==> src/rtl/sdram_ctrl_pkg.sv <==
// Shared SDRAM state encodings and command codes for the sequencer and the command/address encoder.
// Every I_*/W_*/CMD_* value lives here so neither side carries local literals.
package sdram_ctrl_pkg;

    localparam int CNT_W = 15;

    typedef enum logic [4:0] {
        I_NOP  = 5'd0,
        I_PRE,
        I_TRP,
        I_AR1, I_TRF1,
        I_AR2, I_TRF2,
        I_AR3, I_TRF3,
        I_AR4, I_TRF4,
        I_AR5, I_TRF5,
        I_AR6, I_TRF6,
        I_AR7, I_TRF7,
        I_AR8, I_TRF8,
        I_MRS,
        I_TMRD,
        I_DONE = 5'd21
    } init_state_t;

    typedef enum logic [3:0] {
        W_IDLE     = 4'd0,
        W_ACTIVE_R,
        W_ACTIVE_W,
        W_TRCD,
        W_READ,
        W_CL,
        W_RD,
        W_B_R_STOP,
        W_WRITE,
        W_WD,
        W_B_W_STOP,
        W_TDAL,
        W_AR,
        W_TRFC     = 4'd13
    } work_state_t;

    // {cs_n, ras_n, cas_n, we_n}
    typedef enum logic [3:0] {
        CMD_MRS  = 4'b0000,
        CMD_AR   = 4'b0001,
        CMD_PRE  = 4'b0010,
        CMD_ACT  = 4'b0011,
        CMD_WR   = 4'b0100,
        CMD_RD   = 4'b0101,
        CMD_BST  = 4'b0110,
        CMD_NOP  = 4'b0111
    } cmd_t;

endpackage

==> src/rtl/sdram_ctrl_ref_timer.sv <==
// Auto-refresh interval timer: counts while enabled and raises a sticky refresh request on expiry.
// Repeated expiries while a request is outstanding collapse into the same request.
module sdram_ref_timer #(
    parameter int REF_INTERVAL = 780
) (
    input  logic clk,
    input  logic rst,
    input  logic en,
    input  logic clr,
    output logic ref_pending
);

    localparam int W = $clog2(REF_INTERVAL);

    logic [W-1:0] cnt;
    logic         expire;

    assign expire = en && (cnt == W'(REF_INTERVAL - 1));

    // NOTE: synchronous reset; every flop, counters included, is cleared on the clock edge.
    always_ff @(posedge clk) begin
        if (rst) begin
            cnt         <= '0;
            ref_pending <= 1'b0;
        end else begin
            if (en) cnt <= expire ? '0 : cnt + 1'b1;
            // A fresh expiry outranks a clear so a due refresh is never dropped.
            if (expire)   ref_pending <= 1'b1;
            else if (clr) ref_pending <= 1'b0;
        end
    end

endmodule

==> src/rtl/sdram_ctrl.sv <==
// SDRAM sequencer: power-up init chain, periodic auto-refresh and full-page 256-word event bursts.
// All handshake outputs are registered from the next-state decode so they align with the state register.
module sdram_ctrl
    import sdram_ctrl_pkg::*;
#(
    parameter int T_POWERUP    = 20000,
    parameter int T_RP         = 3,
    parameter int T_RFC        = 7,
    parameter int T_MRD        = 2,
    parameter int T_RCD        = 3,
    parameter int CAS_LAT      = 3,
    parameter int BURST_LEN    = 256,
    parameter int REF_INTERVAL = 780
) (
    input  logic       clk,
    input  logic       rst,
    input  logic       sdram_wr_req,
    input  logic       sdram_rd_req,
    output logic       sdram_wr_ack,
    output logic       sdram_rd_ack,
    output logic       wr_data_en,
    output logic       rd_data_vld,
    output logic       sdram_busy,
    output logic [4:0] init_state,
    output logic [3:0] work_state
);

    init_state_t      init_q, init_d;
    work_state_t      work_q, work_d;
    logic [CNT_W-1:0] cnt, dur;
    logic             cnt_done, wr_dir, ref_pending, ref_clr;

    assign init_state = init_q;
    assign work_state = work_q;

    // NOTE: every variable gets a default first so no path through always_comb infers a latch.
    always_comb begin
        dur = CNT_W'(1);
        if (init_q != I_DONE) begin
            case (init_q)
                I_NOP:   dur = CNT_W'(T_POWERUP);
                I_TRP:   dur = CNT_W'(T_RP);
                I_TRF1, I_TRF2, I_TRF3, I_TRF4,
                I_TRF5, I_TRF6, I_TRF7, I_TRF8:
                         dur = CNT_W'(T_RFC);
                I_TMRD:  dur = CNT_W'(T_MRD);
                default: dur = CNT_W'(1);
            endcase
        end else begin
            case (work_q)
                W_TRCD:  dur = CNT_W'(T_RCD);
                W_CL:    dur = CNT_W'(CAS_LAT);
                W_RD:    dur = CNT_W'(BURST_LEN);
                W_WD:    dur = CNT_W'(BURST_LEN - 1);
                W_TDAL:  dur = CNT_W'(T_RP);
                W_TRFC:  dur = CNT_W'(T_RFC);
                default: dur = CNT_W'(1);
            endcase
        end
        cnt_done = (cnt == dur - CNT_W'(1));
    end

    always_comb begin
        init_d = init_q;
        if (init_q > I_DONE)                 init_d = I_NOP;
        else if (init_q != I_DONE && cnt_done) init_d = init_state_t'(init_q + 5'd1);
    end

    always_comb begin
        work_d = work_q;
        if (init_q != I_DONE) begin
            work_d = W_IDLE;
        end else if (work_q == W_IDLE) begin
            if (ref_pending)       work_d = W_AR;
            else if (sdram_wr_req) work_d = W_ACTIVE_W;
            else if (sdram_rd_req) work_d = W_ACTIVE_R;
        end else if (cnt_done) begin
            case (work_q)
                W_ACTIVE_R, W_ACTIVE_W: work_d = W_TRCD;
                W_TRCD:     work_d = wr_dir ? W_WRITE : W_READ;
                W_READ:     work_d = W_CL;
                W_CL:       work_d = W_RD;
                W_RD:       work_d = W_B_R_STOP;
                W_B_R_STOP: work_d = W_TDAL;
                W_WRITE:    work_d = W_WD;
                W_WD:       work_d = W_B_W_STOP;
                W_B_W_STOP: work_d = W_TDAL;
                W_AR:       work_d = W_TRFC;
                default:    work_d = W_IDLE;
            endcase
        end
    end

    assign ref_clr = (work_q == W_IDLE) && (work_d == W_AR);

    sdram_ref_timer #(
        .REF_INTERVAL(REF_INTERVAL)
    ) u_ref_timer (
        .clk        (clk),
        .rst        (rst),
        .en         (init_q == I_DONE),
        .clr        (ref_clr),
        .ref_pending(ref_pending)
    );

    // NOTE: state and outputs use non-blocking assignment so all flops update from pre-edge values.
    always_ff @(posedge clk) begin
        if (rst) begin
            init_q       <= I_NOP;
            work_q       <= W_IDLE;
            cnt          <= '0;
            wr_dir       <= 1'b0;
            sdram_wr_ack <= 1'b0;
            sdram_rd_ack <= 1'b0;
            wr_data_en   <= 1'b0;
            rd_data_vld  <= 1'b0;
            sdram_busy   <= 1'b1;
        end else begin
            init_q <= init_d;
            work_q <= work_d;
            cnt    <= (init_d != init_q || work_d != work_q) ? '0 : cnt + 1'b1;
            if (work_d == W_ACTIVE_W)      wr_dir <= 1'b1;
            else if (work_d == W_ACTIVE_R) wr_dir <= 1'b0;
            sdram_wr_ack <= (work_d == W_ACTIVE_W);
            sdram_rd_ack <= (work_d == W_ACTIVE_R);
            wr_data_en   <= (work_d inside {W_WRITE, W_WD});
            rd_data_vld  <= (work_d == W_RD);
            sdram_busy   <= !(init_d == I_DONE && work_d == W_IDLE);
        end
    end

endmodule
==> config.mk <==
export PLATFORM = sky130hd
export DESIGN_NAME = sdram_ctrl
export DESIGN_NICKNAME = d
export VERILOG_FILES = /design/src/rtl/sdram_ctrl_pkg.sv /design/src/rtl/sdram_ctrl_ref_timer.sv /design/src/rtl/sdram_ctrl.sv
export SDC_FILE = /design/constraint.sdc
export NUM_CORES = 1
export LEC_CHECK = 0
export CELL_PAD_IN_SITES_DETAIL_PLACEMENT = 1
export CELL_PAD_IN_SITES_GLOBAL_PLACEMENT = 1
export CORE_ASPECT_RATIO = 0.6
export CORE_UTILIZATION = 40
export CTS_BUF_LIST = sky130_fd_sc_hd__clkbuf_8
export DETAILED_ROUTE_END_ITERATION = 8
export HOLD_SLACK_MARGIN = 0.06
export PLACE_DENSITY_LB_ADDON = 0.1
export SLEW_MARGIN = 10
export SYNTH_ARGS = -nofsm -noshare
export SYNTH_HDL_FRONTEND = slang
export SYNTH_SLANG_ARGS = --single-unit
==> constraint.sdc <==
create_clock -name clk -period 12 [get_ports clk]
set_clock_uncertainty 0.2 [all_clocks]
set_input_delay 2.4 -clock clk [delete_from_list [all_inputs] [get_ports clk]]
set_output_delay 2.4 -clock clk [all_outputs]
set_load 0.03 [all_outputs]
== Word-level counts from Yosys, hierarchy flattened ==
Memories as Yosys holds them, arrays and structs flattened. A register that Yosys moved wholly into a read port is not among the register bits.
Cells that the tools add are included.
W data, S select, Z words.

* Add/sub/neg operators: 4
* Order comparisons: 1
* Equal/unequal tests: 26
* Muxes and demuxes: 18
* Reductions and logical operators: 15

{| class="wikitable"
|+ Operators with widths
! kind !! number
|-
| $eq A4 B4 Y1 const B || 9
|-
| $pmux W4 S9 || 1
|-
| $pmux W9 S4 || 1
|-
| $mux W4 || 7
|-
| $eq A4 B3 Y1 const B || 5
|-
| $add A15 B1 Y15 const B || 1
|-
| $eq A15 B15 Y1 || 1
|-
| $mux W15 || 1
|-
| $mux W5 || 3
|-
| $sub A15 B1 Y15 const B || 1
|-
| $eq A4 B2 Y1 const B || 3
|-
| $add A10 B1 Y10 const B || 1
|-
| $eq A10 B10 Y1 const B || 1
|-
| $eq A5 B5 Y1 const B || 2
|-
| $mux W10 || 1
|-
| $eq A4 B1 Y1 const B || 2
|-
| $logic_not A4 Y1 || 2
|-
| $reduce_bool A2 Y1 || 3
|-
| $reduce_or A2 Y1 || 3
|-
| $add A5 B1 Y5 const B || 1
|-
| $gt A5 B5 Y1 const B || 1
|-
| $ne A5 B5 Y1 || 1
|-
| $ne A5 B5 Y1 const B || 1
|-
| $logic_and A1 B1 Y1 || 4
|-
| 5 further kinds || 8
|}

* Bits in registers: 41
* ROM bits: 256
* Input port bits: 4
* Memories kept: 1

{| class="wikitable"
|+ Memory list
! memory !! words !! bits a word !! rd ports !! clocked after memory_dff !! wr ports !! line !! RTL
|-
| (no name shown) || 32 || 8 || 1 || 1 || 0 || sdram_ctrl.sv:40 || <nowiki>case (init_q)</nowiki>
|}

== Logic depth before layout (Yosys ltp) ==
* Depth after elaboration: 13
* Depth in mapped cells: 19
* Gate-level depth less buffers: 15

== By module ==
From an unflattened synthesis, not the netlist that was laid out.

* Cells, all modules: 365
* Area total of the unflattened synthesis: 2997.9 um^2

{| class="wikitable"
|+ Modules (own cells, without submodules)
! module !! instances !! cells an instance !! area each (um^2)
|-
| sdram_ctrl || 1 || 307 || 2461.1
|-
| sdram_ref_timer || 1 || 58 || 536.8
|}

== Worst setup path after synthesis ==
No wires, ideal clock.

* Path kind: register to register
* Start point: reg init_q[1] (netlist: init_state[1])
* End point: reg (tool-made name)
* Arrival: 4.125 ns
* Data required time: 11.730 ns
* Setup slack: 7.605 ns
* Stages on the path, launching flop included: 19
* Path buffers: 3
* Path through: dfxtp_1 -> inv_1 -> ha_1 -> nand4b_1 -> buf_2 -> clkbuf_1 -> nor2_1 -> a32oi_1 -> ha_1 -> nor3b_1 -> nand2_1 -> a21o_1 -> a2111oi_4 -> and4b_1 -> buf_6 -> nand3_4 -> mux2_4 -> or4_1 -> a21boi_1

{| class="wikitable"
|+ RTL lines
! element !! line !! RTL
|-
| from (decl) || sdram_ctrl.sv:28 || <nowiki>init_state_t init_q, init_d;</nowiki>
|-
| from (signal assigned) || sdram_ctrl.sv:119 || <nowiki>init_q <= init_d;</nowiki>
|}

==> results.json <==
{
  "outcome": "finished, final reports clean",
  "cts_root_buf": "clkbuf_8",
  "max_stage_delay_ns": 0.55,
  "synth.top_cell.area_share_pct": 31.9,
  "clkSinkCount": 45,
  "total_power_uw": 253,
  "finalInstanceArea_um2": 3100,
  "row_count": 23,
  "ioPinCount": 18,
  "worstPathRequired_ns": 12.04,
  "syn_area_per_cell_um2": 8.02,
  "synth_compound_area_share_pct": 18.9,
  "worst_pin_slew_ns": 0.829,
  "drc": 0,
  "power_frac_seq_pct": 59.8,
  "path_delay_family": "simple AND/OR/NAND/NOR gates",
  "synth_top_family_by_area": "simple AND/OR/NAND/NOR gates",
  "cts-resized-gates": 0,
  "final_layout_size_suffix_gt1_share_pct": 7.22,
  "synth-xor-area-share_pct": 8.69,
  "drt_pre_antenna_iters": 4,
  "grt_pass1_wl_mm": 12.7,
  "slowest_stage": "or4_1",
  "start_util_pct": 41.9,
  "path_cells": "inv_1 > ha_1 > nand4b_1 > buf_4 > nor2_1 > a32oi_1 > ha_1 > nor3b_1 > nand2_1 > a21o_1 > a2111oi_4 > nand4b_1 > nor2_1 > a21boi_0 > or4_1 > a21boi_1",
  "layout_min_cycle_time_ns": 5.12,
  "synth.area.top_cells": "dfxtp_1 32%, nor2_1 7.8%, xnor2_1 5.0%",
  "cp-start-kind": "flip-flop",
  "ys.flop_type": "dfxtp_1",
  "post_drt_via_cell_ratio": 5.69,
  "grt_antenna_before_repair": 0,
  "critical_path_buf_inv_count": 2,
  "synth_simple_gate_area_share_pct": 30.7,
  "p_switching_uw": 60.4,
  "cap_viol_max_count": 0,
  "place_area_um2": 3020,
  "cts_tree": "built",
  "clock_latency_ns": 0.31,
  "clkSlewWorstSetupHoldPaths_ns": 0.09,
  "htreeDepth": 2,
  "io_buffers": 17,
  "rsz0062_at_grt": "false",
  "route.vias.total": 2542,
  "yosysWarnings": 0,
  "wirelength_mm": 7.81,
  "synthMuxAreaShare_pct": 1.95,
  "critical_path_class": "flip-flop to flip-flop",
  "regToRegSetupSlack_ns": 6.88,
  "place_hpwl_mm": 5.79,
  "ir_drop_mv": 0.0368,
  "critical_path.max_fanout": 20,
  "whs_ns": 0.289,
  "grt_pass1_vias": 2353,
  "max_freq_ghz": 0.195,
  "grt_max_degree": 29,
  "syn_area_um2": 2820,
  "core_um2": 6730,
  "pwr-share-clk_pct": 37.4,
  "synthCells": 352,
  "antenna_left": 0,
  "finalCritPeriodShare_pct": 42.6,
  "p_leak_nw": 1.04,
  "synthToLayoutAreaGrowth_pct": 9.84,
  "end_kind": "flip-flop",
  "swShare_pct": 23.9,
  "drt_iter0_drc": 172,
  "cp.arrival_ns": 5.16,
  "fp.dieW_um": 110,
  "async_reset_ff_share_pct": 0,
  "yosysUniqueCellTypes": 67,
  "wl_per_cell_um": 17.5,
  "setup_violations": 0,
  "place.gp.congestion": 0.844,
  "drv_slew": 0,
  "worst_hold_startpoint": "u_ref_timer.cnt[1]",
  "cts_buffers": 5,
  "fin_util_pct": 46.0,
  "final.setup.tns_ns": 0,
  "synth_nets": 361,
  "num-nets-final": 368,
  "internal_power_uw": 193,
  "cts_buffer_depth": 2,
  "yosys.area.top_type": "dfxtp_1",
  "r2r_cells": 16,
  "powerDensity_nw_per_um2": 81.6,
  "worstHoldPathType": "flip-flop to flip-flop",
  "synth-edff-count": 0,
  "synth-seq-cells": 45,
  "grt-ovfl-total": 0,
  "die_h_um": 67.1,
  "insertedDiodeCount": 0,
  "cts_hold_buf": 0,
  "hold_violations": 0,
  "die-area_um2": 7400,
  "globalRouteTotalUtil_pct": 22.1,
  "relSlewSlack_pct": 44.3,
  "ys_seq_area_share_pct": 31.9,
  "p_comb_share_pct": 2.8,
  "r2r_start": "init_state[1]",
  "post-cts-setup-buffers": 0,
  "yosys.area_share.adder_pct": 2.57,
  "worstHoldPathCells": 2,
  "whs_endpoint": "u_ref_timer.cnt[1]"
}
-- flip-flops by register name (all words and copies together), names as in the netlist, named ones only --
signal	flops
cnt	15
init_state	5
rd_data_vld	1
sdram_busy	1
sdram_rd_ack	1
sdram_wr_ack	1
u_ref_timer.cnt	10
u_ref_timer.ref_pending	1
work_state	4
wr_data_en	1
wr_dir	1
-- worst reg2reg max path, delay by kind of cell, from the launching register on --
kind	cells	cell delay, ns
buffers and inverters	2	0.36
flip-flops	1	0.44
adder cells (fa/ha/maj)	2	0.60
AND/OR/NAND/NOR	7	2.20
AO/OA/AOI/OAI	5	1.24
-- per-layer routing --
layer | vias up | share of wire (%) | GRT usage, %
met1 | 1218 | 58 | 34.2
met5 | - | 0 | 0
met2 | 39 | 37 | 30.0
met4 | 0 | 0.65 | 5.83
li1 | 1280 | - | -
met3 | 5 | 3.6 | 4.09
-- Yosys cell counts, types with 3 or more instances --
master / n
o31ai_1: 4
or4_1: 3
nor3_1: 12
a31o_2: 3
a211oi_1: 6
a21oi_1: 15
and3_1: 4
clkbuf_1: 5
xor2_1: 12
dfxtp_1: 45
nand3_1: 12
o21a_1: 3
mux2i_1: 4
inv_1: 13
nand2_1: 29
ha_1: 5
nor3b_1: 3
or3_1: 5
nor2_1: 59
nand4b_1: 3
o21ai_0: 11
xnor2_1: 16
nor4_1: 4
buf_1: 3
nand4_1: 9
buf_2: 8
-- layout by cell type (no fill, tap or decap), drive strengths merged, types with 2 or more instances in the layout --
master and instances:
a2111oi 2, a211oi 8, a21boi 3, a21o 2, a21oi 15, a31o 3
a31oi 2, a32oi 2, and3 4, and4 2, and4b 2, buf 2
clkbuf 5, clkdlybuf4s50 17, dfxtp 45, ha 5, inv 15, mux2i 4
nand2 29, nand2b 2, nand3 13, nand3b 2, nand4 9, nand4b 4
nor2 59, nor2b 2, nor3 13, nor3b 4, nor4 4, o211ai 2
o21a 3, o21ai 13, o22ai 2, o31a 2, o31ai 5, o41ai 3
or3 6, or4 4, xnor2 16, xor2 12
-- per-stage QoR --
stage               setup WS, ns  cells
finish                      6.88    447
global route                6.63    447
CTS                         6.94    447
detailed placement          7.01    439
global placement            7.12    439
floorplan                   7.60    352
-- final cells by class --
type | instances | area (um^2)
Tap cell | 87 | 109
Inverter | 13 | 48.8
Fill cell | 823 | 3630
Sequential cell | 45 | 901
Clock inverter | 3 | 15.0
Multi-Input combinational cell | 275 | 1770
Timing Repair Buffer | 19 | 185
Clock buffer | 5 | 68.8
-- power by group through the flow --
| stage | logic [mW] | clock network, mW | registers, mW |
|---|---|---|---|
| final | 0.00714 | 0.0945 | 0.151 |
| after global routing | 0.00800 | 0.104 | 0.151 |
| after CTS | 0.00721 | 0.0980 | 0.151 |
| after detailed placement | 0.00717 | 0 | 0.155 |
| after global placement | 0.00694 | 0 | 0.155 |
| after floorplan | 0.00481 | 0 | 0.154 |
-- cell families after synthesis --
family                     after synthesis
buffers and inverters                   32
muxes                                    5
xor gates and xnor gates                28
AOI/OAI and AO/OA                       72
and+or+nand+nor                        164
DFF                                     45
adders and majority gates                6
-- how the worst max path moves through the flow --
stage | start | endpoint | slack [ns] | cells after the start
detailed placement | init_state[1] | rd_data_vld | 7.01 | 16
global placement | init_state[1] | rd_data_vld | 7.12 | 16
CTS | init_state[1] | rd_data_vld | 6.94 | 16
global route | init_state[1] | rd_data_vld | 6.63 | 16
finish | init_state[1] | flip-flop | 6.88 | 16
floorplan | init_state[1] | flip-flop | 7.60 | 18
Power figures use the tool's default switching activity.
